## src/rtl/axil_reg_bridge_pkg.sv

```systemverilog
// Shared types and constants for the AXI4-Lite to register-bus bridge.
// Response codes follow AXI4-Lite encoding.
package axil_reg_bridge_pkg;

  localparam int REG_ADDR_W = 14;

  localparam logic [1:0] RESP_OKAY   = 2'b00;
  localparam logic [1:0] RESP_SLVERR = 2'b10;
  localparam logic [1:0] RESP_DECERR = 2'b11;

  typedef enum logic [2:0] {
    IDLE,
    WR_REQ,
    WR_WAIT,
    WR_RESP,
    RD_REQ,
    RD_WAIT,
    RD_RESP
  } bridge_state_t;

endpackage

```

## src/rtl/axil_timeout_counter.sv

```systemverilog
// Ack timeout counter: cleared by load, counts while enabled and
// saturates at the terminal count TIMEOUT_CYCLES-1.
module axil_timeout_counter #(
  parameter int TIMEOUT_CYCLES = 16
) (
  input  logic clk,
  input  logic rst,
  input  logic load,
  input  logic enable,
  output logic tc
);

  localparam logic [7:0] LAST = 8'(TIMEOUT_CYCLES - 1);

  logic [7:0] cnt;

  assign tc = (cnt == LAST);

  always_ff @(posedge clk or posedge rst) begin
    if (rst) begin
      cnt <= '0;
    end else if (load) begin
      cnt <= '0;
    end else if (enable && !tc) begin
      cnt <= cnt + 8'd1;
    end
  end

endmodule

```

## src/rtl/axil_reg_bridge.sv

```systemverilog
// AXI4-Lite slave that turns each write/read into one register-bus
// request, waits for ack/err/timeout and returns the AXI response.
module axil_reg_bridge
  import axil_reg_bridge_pkg::*;
#(
  parameter int AXI_ADDR_WIDTH = 16,
  parameter int TIMEOUT_CYCLES = 16
) (
  input  logic                      axi_clk,
  input  logic                      axi_rst,
  input  logic [AXI_ADDR_WIDTH-1:0] s_axi_awaddr,
  input  logic                      s_axi_awvalid,
  output logic                      s_axi_awready,
  input  logic [31:0]               s_axi_wdata,
  input  logic [3:0]                s_axi_wstrb,
  input  logic                      s_axi_wvalid,
  output logic                      s_axi_wready,
  output logic [1:0]                s_axi_bresp,
  output logic                      s_axi_bvalid,
  input  logic                      s_axi_bready,
  input  logic [AXI_ADDR_WIDTH-1:0] s_axi_araddr,
  input  logic                      s_axi_arvalid,
  output logic                      s_axi_arready,
  output logic [31:0]               s_axi_rdata,
  output logic [1:0]                s_axi_rresp,
  output logic                      s_axi_rvalid,
  input  logic                      s_axi_rready,
  output logic                      axi_wreq,
  output logic [REG_ADDR_W-1:0]     axi_waddr,
  output logic [31:0]               axi_wdata,
  input  logic                      axi_wack,
  input  logic                      axi_werr,
  output logic                      axi_rreq,
  output logic [REG_ADDR_W-1:0]     axi_raddr,
  input  logic [31:0]               axi_rdata,
  input  logic                      axi_rack,
  input  logic                      axi_rerr
);

  bridge_state_t state, state_n;

  logic aw_full, w_full, ar_full;
  logic aw_full_n, w_full_n, ar_full_n;
  logic [3:0] wstrb_q;
  logic aw_hs, w_hs, ar_hs, b_hs, r_hs;
  logic wr_rdy, rd_rdy, wr_pick, strb_ok;
  logic prio_wr;
  logic cnt_load, cnt_en, tc;
  logic bresp_we, rresp_we;
  logic [1:0] resp_n;
  logic [31:0] rdata_n;
  logic unused_bits;

  assign unused_bits = ^{s_axi_awaddr, s_axi_araddr};

  assign aw_hs = s_axi_awvalid & s_axi_awready;
  assign w_hs  = s_axi_wvalid & s_axi_wready;
  assign ar_hs = s_axi_arvalid & s_axi_arready;
  assign b_hs  = s_axi_bvalid & s_axi_bready;
  assign r_hs  = s_axi_rvalid & s_axi_rready;

  assign aw_full_n = aw_hs | (aw_full & !b_hs);
  assign w_full_n  = w_hs | (w_full & !b_hs);
  assign ar_full_n = ar_hs | (ar_full & !r_hs);

  // Handshakes in flight count as held, saving a cycle of latency.
  assign wr_rdy  = (aw_full | aw_hs) & (w_full | w_hs);
  assign rd_rdy  = ar_full | ar_hs;
  assign wr_pick = wr_rdy & (!rd_rdy | prio_wr);
  assign strb_ok = ((w_hs ? s_axi_wstrb : wstrb_q) == 4'hF);

  always_ff @(posedge axi_clk or posedge axi_rst) begin
    if (axi_rst) begin
      aw_full       <= 1'b0;
      w_full        <= 1'b0;
      ar_full       <= 1'b0;
      s_axi_awready <= 1'b0;
      s_axi_wready  <= 1'b0;
      s_axi_arready <= 1'b0;
      axi_waddr     <= '0;
      axi_wdata     <= '0;
      axi_raddr     <= '0;
      wstrb_q       <= '0;
    end else begin
      aw_full       <= aw_full_n;
      w_full        <= w_full_n;
      ar_full       <= ar_full_n;
      s_axi_awready <= !aw_full_n;
      s_axi_wready  <= !w_full_n;
      s_axi_arready <= !ar_full_n;
      if (aw_hs) axi_waddr <= s_axi_awaddr[15:2];
      if (ar_hs) axi_raddr <= s_axi_araddr[15:2];
      if (w_hs) begin
        axi_wdata <= s_axi_wdata;
        wstrb_q   <= s_axi_wstrb;
      end
    end
  end

  // Counting starts with the request cycle, so DECERR is returned
  // TIMEOUT_CYCLES cycles after the request pulse.
  axil_timeout_counter #(
    .TIMEOUT_CYCLES(TIMEOUT_CYCLES)
  ) u_tmo (
    .clk   (axi_clk),
    .rst   (axi_rst),
    .load  (cnt_load),
    .enable(cnt_en),
    .tc    (tc)
  );

  always_comb begin
    state_n      = state;
    cnt_load     = 1'b0;
    cnt_en       = 1'b0;
    bresp_we     = 1'b0;
    rresp_we     = 1'b0;
    resp_n       = RESP_OKAY;
    rdata_n      = '0;
    axi_wreq     = 1'b0;
    axi_rreq     = 1'b0;
    s_axi_bvalid = 1'b0;
    s_axi_rvalid = 1'b0;
    unique case (state)
      IDLE: begin
        cnt_load = 1'b1;
        if (wr_pick) begin
          if (strb_ok) begin
            state_n = WR_REQ;
          end else begin
            state_n  = WR_RESP;
            bresp_we = 1'b1;
            resp_n   = RESP_SLVERR;
          end
        end else if (rd_rdy) begin
          state_n = RD_REQ;
        end
      end
      WR_REQ: begin
        axi_wreq = 1'b1;
        cnt_en   = 1'b1;
        state_n  = WR_WAIT;
      end
      WR_WAIT: begin
        cnt_en = 1'b1;
        if (axi_wack) begin
          state_n  = WR_RESP;
          bresp_we = 1'b1;
          resp_n   = axi_werr ? RESP_SLVERR : RESP_OKAY;
        end else if (tc) begin
          state_n  = WR_RESP;
          bresp_we = 1'b1;
          resp_n   = RESP_DECERR;
        end
      end
      WR_RESP: begin
        s_axi_bvalid = 1'b1;
        if (s_axi_bready) state_n = IDLE;
      end
      RD_REQ: begin
        axi_rreq = 1'b1;
        cnt_en   = 1'b1;
        state_n  = RD_WAIT;
      end
      RD_WAIT: begin
        cnt_en = 1'b1;
        if (axi_rack) begin
          state_n  = RD_RESP;
          rresp_we = 1'b1;
          resp_n   = axi_rerr ? RESP_SLVERR : RESP_OKAY;
          rdata_n  = axi_rerr ? 32'h0 : axi_rdata;
        end else if (tc) begin
          state_n  = RD_RESP;
          rresp_we = 1'b1;
          resp_n   = RESP_DECERR;
        end
      end
      RD_RESP: begin
        s_axi_rvalid = 1'b1;
        if (s_axi_rready) state_n = IDLE;
      end
      default: state_n = IDLE;
    endcase
  end

  always_ff @(posedge axi_clk or posedge axi_rst) begin
    if (axi_rst) begin
      state       <= IDLE;
      prio_wr     <= 1'b1;
      s_axi_bresp <= RESP_OKAY;
      s_axi_rresp <= RESP_OKAY;
      s_axi_rdata <= '0;
    end else begin
      state <= state_n;
      if (b_hs) prio_wr <= 1'b0;
      else if (r_hs) prio_wr <= 1'b1;
      if (bresp_we) s_axi_bresp <= resp_n;
      if (rresp_we) begin
        s_axi_rresp <= resp_n;
        s_axi_rdata <= rdata_n;
      end
    end
  end

endmodule

```

## config.mk

```make
export PLATFORM = sky130hd
export DESIGN_NAME = axil_reg_bridge
export DESIGN_NICKNAME = d
export VERILOG_FILES = /design/src/rtl/axil_reg_bridge_pkg.sv /design/src/rtl/axil_timeout_counter.sv /design/src/rtl/axil_reg_bridge.sv
export SDC_FILE = /design/constraint.sdc
export NUM_CORES = 1
export LEC_CHECK = 0
export CAP_MARGIN = 40
export CORE_MARGIN = 2
export CORE_UTILIZATION = 35
export CTS_BUF_LIST = sky130_fd_sc_hd__clkbuf_4
export CTS_CLUSTER_DIAMETER = 150
export CTS_CLUSTER_SIZE = 28
export DETAILED_ROUTE_END_ITERATION = 7
export GPL_TIMING_DRIVEN = 0
export PLACE_DENSITY = 0.79
export SYNTH_ARGS = -nofsm -noshare
export SYNTH_HDL_FRONTEND = slang
export SYNTH_SLANG_ARGS = --single-unit
```

## constraint.sdc

```tcl
create_clock -name axi_clk -period 7.7 [get_ports axi_clk]
set_input_delay 2.31 -clock axi_clk [delete_from_list [all_inputs] [get_ports axi_clk]]
set_output_delay 2.31 -clock axi_clk [all_outputs]
set_load 0.02 [all_outputs]
```

==> flow_summary.json, run 1 <==
{
  "hpwlAfterDp_um": 9330,
  "synth_cell_type_count": 47,
  "fin_crit_ns": 4.69,
  "clk_latency_ns": 0.52,
  "vias": 3820,
  "n_antenna_cell": 0,
  "synth.avg_cell_area_um2": 12.1,
  "slowest_delay_ns": 0.62,
  "synth_area_mm2": 0.00483,
  "crit_arrival_ns": 2.38,
  "rows": 42,
  "worstHoldStart": "s_axi_rdata[16]$_DFFE_PP0P_",
  "area_growth_pct": 54.8,
  "final_util_pct": 56.1,
  "die-area_mm2": 0.0148,
  "nets": 740,
  "hold_end": "s_axi_rdata[16]$_DFFE_PP0P_",
  "grt_pass1_wl_um": 19300,
  "required_ns": 5.39,
  "path_delay_family": "buffers and inverters",
  "core_area_mm2": 0.0133,
  "place_congestion": 0.792,
  "cts_resized": 0,
  "route.detailed.drc": 0,
  "layout_common_cells": "209 x clkdlybuf4s50_1, 117 x dfrtp_1, 83 x nand2_1",
  "hold_viol_final": 0,
  "final_common_cell": "clkdlybuf4s50_1",
  "rr_endpoint": "s_axi_rdata[20]$_DFFE_PP0P_",
  "grt_remaining_overflow": 0,
  "ys_warn_count": 0,
  "startpoint_type": "flip-flop",
  "setup-tns-final_ns": 0,
  "synth_cells": 399,
  "ioPinCount": 214,
  "cts_root_buffer": "clkbuf_4",
  "crit_type": "flip-flop to output port",
  "cts_setup_buffers": 0,
  "rsz0062_at_grt": "false",
  "grt_pass1_vias": 4006,
  "cpMostUsedCell": "clkbuf_1",
  "cellLeakagePower_uw": 0.00317,
  "cpMaxStageDelayCell": "clkdlybuf4s50_1",
  "cts_hold_buf": 0,
  "die_h_um": 122,
  "ant_nets": 0,
  "worst_pin_slew_ns": 0.629,
  "start_util_pct": 36.2,
  "placement.io_buffers": 209,
  "ys_seq_area_share_pct": 61.1,
  "holdPathStages": 2,
  "slew_violations": 0,
  "dieWidth_um": 122,
  "worstRegToRegCells": 7,
  "grtUsageTotal_pct": 17.1,
  "drive_gt1_share_pct": 18.3,
  "place_ws_ns": 3.44,
  "h-tree-depth": 4,
  "avgViaCountPerCell": 4.68,
  "skew_ns": 0.0121,
  "min_path_type": "flip-flop to flip-flop",
  "ys_ff_latch": 118,
  "drt-total-wl_um": 12200,
  "r2r_slack_ns": 5.66,
  "clk_pin_slew_ns": 0.11,
  "max-vdd-ir-drop_mv": 0.204,
  "cts_buffers": 17,
  "grt_max_degree": 72,
  "drtIter0Drc": 112,
  "setup_violations": 0,
  "status": "finished clean",
  "path_buf_inv": 3,
  "cts.sinks": 118,
  "timing.rr.start": "u_tmo.cnt[0]$_DFFE_PP0P_",
  "slew_headroom_pct": 57.8,
  "drtPass1Iterations": 4,
  "fin_ws_ns": 3.01,
  "antenna_found_initial": 0,
  "finalCritPeriodShare_pct": 61.0,
  "crit_cells": 4,
  "p_per_area_mw_per_mm2": 407,
  "end_kind": "output port",
  "clockBufferDepth": 2,
  "syn-num-nets": 511,
  "max_freq_mhz": 213,
  "drv_cap": 0,
  "crit_fanout": 10,
  "cts_tree": "yes",
  "path_cells": "clkbuf_1 -> clkbuf_1 -> and3b_1 -> clkdlybuf4s50_1",
  "power.total_uw": 3050,
  "post_drt_wl_per_cell_um": 14.9
}
-- final cells by class --
| class | instances | area (um2) |
|---|---|---|
| Tap cell | 176 | 220 |
| Buffer | 22 | 121 |
| Clock buffer | 17 | 128 |
| Inverter | 5 | 21.3 |
| Sequential cell | 118 | 2950 |
| Timing Repair Buffer | 210 | 2120 |
| Clock inverter | 15 | 179 |
| Fill cell | 1130 | 5860 |
| Multi-Input combinational cell | 254 | 1740 |
-- layer usage --
metal	up-vias	track usage [%]	wire length, um
met5	-	0	0
met4	0	7.26	199
met3	13	7.54	1330
met2	153	28.0	5910
met1	1831	19.6	4740
li1	1823	-	-
-- sequential cells by signal, summed over array words and instances, names as in the netlist, 2 cells and up --
| signal | flops |
|---|---|
| s_axi_bresp | 2 |
| axi_raddr | 14 |
| axi_waddr | 14 |
| axi_wdata | 32 |
| s_axi_rresp | 2 |
| state | 3 |
| wstrb_q | 4 |
| u_tmo.cnt | 8 |
| s_axi_rdata | 32 |
-- synthesized netlist by cell type, drive strengths merged --
library cell,count,area (um2)
o21ai,38,194
a211oi,1,7.51
o31ai,1,7.51
nand3,1,10.0
nor2b,5,31.3
a2111oi,1,15.0
and3,4,26.3
nor2,11,41.3
nor4b,1,8.76
buf,7,65.1
mux2,65,736
o21a,1,7.51
o221a,1,11.3
dfrtp,117,2930
and2,4,27.5
nor3b,4,30.0
ha,1,12.5
a21o,2,15.0
xor2,4,35.0
and3b,1,8.76
nor4bb,1,10.0
xnor2,2,17.5
a32o,1,10.0
and4,1,8.76
o21bai,1,7.51
a2bb2oi,1,8.76
a21oi,4,20.0
o211ai,1,7.51
dfstp,1,26.3
nor3,4,25.0
o2111ai,1,8.76
a21boi,2,18.8
nand4,4,25.0
nand2,83,312
inv,5,18.8
o2bb2ai,1,15.0
nor4,1,21.3
clkbuf,15,56.3
-- worst max-delay path by stage --
| stage | from | end | slack [ns] |
|---|---|---|---|
| 2_1_floorplan | axi_rst | ar_full$_DFF_PP0_ | 2.26 |
| 3_3_place_gp | axi_rst | axi_wdata[26]$_DFFE_PP0N_ | 0.77 |
| 3_5_place_dp | s_axi_arvalid | state[1]$_DFFE_PP0P_ | 3.44 |
| 4_1_cts | state[1]$_DFFE_PP0P_ | s_axi_bvalid | 2.95 |
| 5_1_grt | state[1]$_DFFE_PP0P_ | s_axi_bvalid | 2.82 |
| 6_report | state[1]$_DFFE_PP0P_ | s_axi_bvalid | 3.01 |
-- power by group --
group | total (uW) | internal (uW) | leakage [uW] | switching, uW
logic | 1500 | 769 | 0.00155 | 732
registers | 1080 | 916 | 0.00146 | 162
clock network | 470 | 227 | 0.000155 | 243
total | 3050 | 1910 | 0.00317 | 1140
-- cells by family after synthesis --
| family | after synthesis | share of synthesized area [%] |
|---|---|---|
| buffers and inverters | 27 | 2.90 |
| flip-flops | 118 | 61.1 |
| XOR/XNOR | 6 | 1.09 |
| adder cells (fa/ha/maj) | 1 | 0.259 |
| AO/OA/AOI/OAI | 57 | 7.32 |
| multiplexers | 65 | 15.2 |
| AND/OR/NAND/NOR | 125 | 12.1 |
-- tightest hold or removal path: cells and delay by family (launching register included) --
family / cells / cell delay, ns
flip-flops: 1 / 0.35
AO/OA/AOI/OAI: 1 / 0.06
AND/OR/NAND/NOR: 1 / 0.05
-- metrics by stage --
step | instances | area (um2) | hold slack, ns
global route | 817 | 7480 | 0.525
finish | 817 | 7480 | 0.488
detailed placement | 785 | 7180 | 0.469
floorplan | 399 | 4830 | 0.464
global placement | 784 | 7150 | 0.462
CTS | 817 | 7480 | 0.494
(Power assumes the default switching activity.)
==> run 2, diff against run 1 <==
clock period = 4.6 ns   (was 7.7 ns; I/O delays follow)
==> results of run 2 <==
The final DEF is identical to that of run 1. Status: finished clean.
Among the figures that moved: setup slack after placement 3.44 ns -> 1.27 ns; setup slack after layout 3.01 ns -> 0.836 ns; register-to-register setup slack 5.66 ns -> 2.56 ns; total power 3050 uW -> 5100 uW; worst IR drop on VDD 0.204 mV -> 0.341 mV
